**src/rtl/lsu_mem_ctrl.sv**
```systemverilog
// Load/store controller: one request at a time, sub-word stores via read-modify-write.
// Optional misaligned-access trap enabled by defining LSU_MISALIGN_TRAP_EN.
module lsu_mem_ctrl #(
    parameter int unsigned ADDR_W = 32
) (
    input  logic              clk,
    input  logic              rst,
    input  logic              req_valid,
    output logic              req_ready,
    input  logic              req_we,
    input  logic [2:0]        req_funct3,
    input  logic [ADDR_W-1:0] req_addr,
    input  logic [31:0]       req_wdata,
    output logic              resp_valid,
    output logic [31:0]       resp_rdata,
    output logic              resp_err,
    output logic [ADDR_W-1:0] mem_addr,
    output logic              mem_r_enable,
    output logic              mem_w_enable,
    output logic [31:0]       mem_wdata,
    input  logic [31:0]       mem_rdata
);

    typedef enum logic [2:0] {StIdle, StRd, StWait, StWr, StResp} state_e;

    state_e            state_q, state_d;
    logic              we_q, we_d;
    logic [2:0]        funct3_q, funct3_d;
    logic [ADDR_W-1:0] addr_q, addr_d;
    logic [31:0]       wdata_q, wdata_d;
    logic [31:0]       rdata_q, rdata_d;
    logic              err_q, err_d;

    logic        illegal;
    logic        misalign;
    logic [31:0] shifted;
    logic [7:0]  byte_sel;
    logic [15:0] half_sel;
    logic [31:0] merged;

    assign illegal = (req_funct3 == 3'b011) || (req_funct3[2:1] == 2'b11)
                     || (req_we && req_funct3[2]);

`ifdef LSU_MISALIGN_TRAP_EN
    assign misalign = ((req_funct3[1:0] == 2'b01) && req_addr[0])
                      || ((req_funct3[1:0] == 2'b10) && (req_addr[1:0] != 2'b00));
`else
    assign misalign = 1'b0;
`endif

    assign shifted  = mem_rdata >> {addr_q[1:0], 3'b000};
    assign byte_sel = shifted[7:0];
    assign half_sel = addr_q[1] ? mem_rdata[31:16] : mem_rdata[15:0];

    always_comb begin
        merged = mem_rdata;
        if (funct3_q[1:0] == 2'b00) begin
            merged[{addr_q[1:0], 3'b000} +: 8] = wdata_q[7:0];
        end else begin
            merged[{addr_q[1], 4'b0000} +: 16] = wdata_q[15:0];
        end
    end

    always_comb begin
        state_d  = state_q;
        we_d     = we_q;
        funct3_d = funct3_q;
        addr_d   = addr_q;
        wdata_d  = wdata_q;
        rdata_d  = rdata_q;
        err_d    = err_q;
        unique case (state_q)
            StIdle: begin
                if (req_valid) begin
                    we_d     = req_we;
                    funct3_d = req_funct3;
                    addr_d   = req_addr;
                    wdata_d  = req_wdata;
                    rdata_d  = 32'h0;
                    err_d    = illegal || misalign;
                    if (illegal || misalign) begin
                        state_d = StResp;
                    end else if (req_we && (req_funct3[1:0] == 2'b10)) begin
                        state_d = StWr;
                    end else begin
                        state_d = StRd;
                    end
                end
            end
            StRd: state_d = StWait;
            StWait: begin
                if (!we_q) begin
                    unique case (funct3_q[1:0])
                        2'b00:   rdata_d = funct3_q[2] ? {24'h0, byte_sel}
                                                       : {{24{byte_sel[7]}}, byte_sel};
                        2'b01:   rdata_d = funct3_q[2] ? {16'h0, half_sel}
                                                       : {{16{half_sel[15]}}, half_sel};
                        default: rdata_d = mem_rdata;
                    endcase
                    state_d = StResp;
                end else begin
                    // Merged word replaces the store data for the write cycle.
                    wdata_d = merged;
                    state_d = StWr;
                end
            end
            StWr:   state_d = StResp;
            StResp: state_d = StIdle;
            default: state_d = StIdle;
        endcase
    end

    always_ff @(posedge clk or posedge rst) begin
        if (rst) begin
            state_q  <= StIdle;
            we_q     <= 1'b0;
            funct3_q <= 3'b000;
            addr_q   <= '0;
            wdata_q  <= 32'h0;
            rdata_q  <= 32'h0;
            err_q    <= 1'b0;
        end else begin
            state_q  <= state_d;
            we_q     <= we_d;
            funct3_q <= funct3_d;
            addr_q   <= addr_d;
            wdata_q  <= wdata_d;
            rdata_q  <= rdata_d;
            err_q    <= err_d;
        end
    end

    assign req_ready    = (state_q == StIdle);
    assign mem_r_enable = (state_q == StRd);
    assign mem_w_enable = (state_q == StWr);
    assign mem_addr     = (mem_r_enable || mem_w_enable) ? {addr_q[ADDR_W-1:2], 2'b00} : '0;
    assign mem_wdata    = mem_w_enable ? wdata_q : 32'h0;
    assign resp_valid   = (state_q == StResp);
    assign resp_rdata   = resp_valid ? rdata_q : 32'h0;
    assign resp_err     = resp_valid && err_q;

endmodule
```
**config.mk**
```make
export PLATFORM = sky130hd
export DESIGN_NAME = lsu_mem_ctrl
export DESIGN_NICKNAME = d
export VERILOG_FILES = /design/src/rtl/lsu_mem_ctrl.sv
export SDC_FILE = /design/constraint.sdc
export NUM_CORES = 1
export LEC_CHECK = 0
export ABC_AREA = 1
export BUFFER_PORTS_ARGS = -buffer_cell sky130_fd_sc_hd__buf_2
export CAP_MARGIN = 10
export CORE_AREA = 3 3 114 116
export CTS_CLUSTER_SIZE = 12
export DETAILED_ROUTE_END_ITERATION = 6
export DIE_AREA = 0 0 117 119
export GPL_ROUTABILITY_DRIVEN = 0
export PLACE_DENSITY = 0.95
export RECOVER_POWER = 100
export SYNTH_ARGS = -nofsm -noshare
export SYNTH_HDL_FRONTEND = slang
export SYNTH_SLANG_ARGS = --single-unit
```
**constraint.sdc**
```tcl
create_clock -name clk -period 8.9 [get_ports clk]
set_input_delay 1.335 -clock clk [delete_from_list [all_inputs] [get_ports clk]]
set_output_delay 1.335 -clock clk [all_outputs]
set_load 0.01 [all_outputs]
```
==> metrics.txt <==
Clock Sinks=104; core area=12000 µm²; max-slew violation count=~180; CP Launch Type=input port; DRC Markers=0; Routed WL per cell=14.9 µm; total track usage=0.280; Routed Antenna Nets=0; global-route wire length before repair=~31000 µm; Seq/Total Area, Yosys=0.381; nets=1286; number of global-route vias before repair=approximately 6.5k; mapped cell area=6820 µm²; Root Buffer=clkbuf_16; share of layout cells above drive strength 1=0.133; Cells after Synth=1016; die width=117 µm; Ports=204; internal reg-to-reg setup slack=roughly 3.9 ns; Synth Register Bits=104; Slew HR=-1.60; yosys warns=0; Final Hold Viols=0; Post-CTS Hold Fix Bufs=0; critical-path cell list=buf_2, clkinvlp_2, clkbuf_1; Slowest-stage cell, CP=clkbuf_1; post-CTS setup buffer count=0; Routed Wire Length=19800 µm; final instance area=approximately 8000 µm²; worst vdd ir=0.000171 V; DPL Wire Length=14800 µm; post-layout util=0.652; Critical Path AT=5.06 ns; area growth from synthesis to layout=14.7%; critical setup path kind=in2async; Max Clock Skew=0.00576 ns; Worst setup EP type=asynchronous set/reset pin; PwrDens=332 nW/µm²; post-cts gate resize count=0; count of different cell masters after synthesis=37; 1st-iter DRT viols=875; leak pwr=4.08 nW; pin count of the biggest net entering global routing=74; worst hold path class=reg2reg; site row count=40; initial antenna violation count=0; Die Y-Extent=119 µm; initial core utilization=0.568; Antenna diodes=0; vias=7118; Inserted Clock Buffers=9; CTS Buffer Depth=2; crit-path max FO=73; Area after DPL=7720 µm²; Max Freq=between 150 and 200 MHz; die area=13900 µm²; Synth Area per Inst=6.72 µm²; total grt overflow=0; IO buf count=201; biggest cell delay along the critical path=2.82 ns; Final min period=5.49 ns; violated checks=capacitance limit, slew limit; status=finished with violations; TritonCTS clock tree=done; Final setup viols=0; Max Cap Viol=3; worst skew pair latency=~0.36 ns; post-DR vias/cell=~5.4; Worst Max-Slew Pin Slew=3.90 ns; unrepaired setup endpoints after global routing=false; setup TNS=0 ns; clock slew at reported path FFs=0.07 ns; H-tree depth=3; Final Cycle Share=0.617; worst path required time=8.47 ns; DRT Pass-1 Iters=6
worst max-delay path, delay by kind of cell:
family / cells / cell delay [ns]
buf+inv: 3 / 3.68
Yosys cell counts (all sizes together):
cell,instances,area share
a31oi,2,0.0018
dfrtp,104,0.38
o21ai,106,0.079
conb,1,0.00055
o21a,2,0.0022
buf,38,0.040
inv,162,0.089
a21boi,6,0.0066
nand3,67,0.062
ha,5,0.0092
nor2,130,0.083
or2,2,0.0018
nand2,318,0.19
o22ai,10,0.0092
clkbuf,16,0.0088
a21oi,31,0.023
clkinv,2,0.0013
o211ai,12,0.013
nand4,2,0.0018
path summary, 6_finish.rpt:
check / end / depth (start not counted) / from
setup / recovery: rdata_q[30] / 3 / rst
hold / removal: wdata_q[11] / 2 / wdata_q[11]
hold reg to reg: wdata_q[11] / 2 / wdata_q[11]
min in group asynchronous: addr_q[5] / 2 / rst
setup reg to reg: rdata_q[9] / 6 / state_q[2]
max in group clk: rdata_q[9] / 6 / state_q[2]
placed cells by master (no fill, tap or decap), drive strengths merged:
cell,n
a21boi,6
a21oi,31
a31oi,2
buf,103
bufinv,1
clkbuf,110
clkinv,3
clkinvlp,2
conb,2
dfrtp,104
ha,5
inv,165
nand2,318
nand3,67
nand4,2
nor2,130
o211ai,12
o21a,2
o21ai,106
o22ai,10
or2,2
cells by family (layout without fill, tap and decap cells):
logic type,after synthesis,in the layout,synth area share
buffers and inverters,218,384,0.139
other,1,2,0.000550
DFF,104,104,0.381
AOI/OAI and AO/OA,169,169,0.135
adders and majority gates,5,5,0.00917
and+or+nand+nor,519,519,0.335
cell type report:
type / instances / area [µm²]
Sequential cell: 104 / 2600
Fill cell: 1085 / 4180
Clock inverter: 7 / 95.1
Multi-Input combinational cell: 695 / 3210
Timing Repair Buffer: 204 / 897
Clock buffer: 9 / 225
Tap cell: 147 / 184
Inverter: 164 / 621
sequential cells by signal (all words and copies together) (netlist names):
name / flops
wdata_q: 32
addr_q: 32
we_q: 1
state_q: 3
funct3_q: 3
rdata_q: 32
err_q: 1
report_power, final:
part | internal [mW] | leakage, nW | total, mW | switching [mW]
Combinational | 0.399 | 2.60 | 1.35 | 0.951
Sequential | 0.680 | 1.32 | 0.825 | 0.145
Clock | 0.227 | 0.157 | 0.426 | 0.199
metrics by stage:
step,instances,power (mW),hold slack [ns],setup WS (ns)
5_1_grt,1330,2.81,0.505,2.44
3_3_place_gp,1314,2.13,0.462,5.40
6_report,1330,2.60,0.481,3.41
3_5_place_dp,1314,2.19,0.465,5.20
2_1_floorplan,1017,1.92,0.449,4.83
4_1_cts,1330,2.62,0.484,4.79
layer usage:
layer / global-route usage / wire (µm) / vias up
met5: 0 / 0 / -
met4: 0.105 / 639 / 0
met3: 0.0610 / 2270 / 63
met2: 0.456 / 9300 / 431
met1: 0.362 / 7610 / 3179
li1: - / - / 3445
Note: power is estimated with default switching activity, not from simulation.
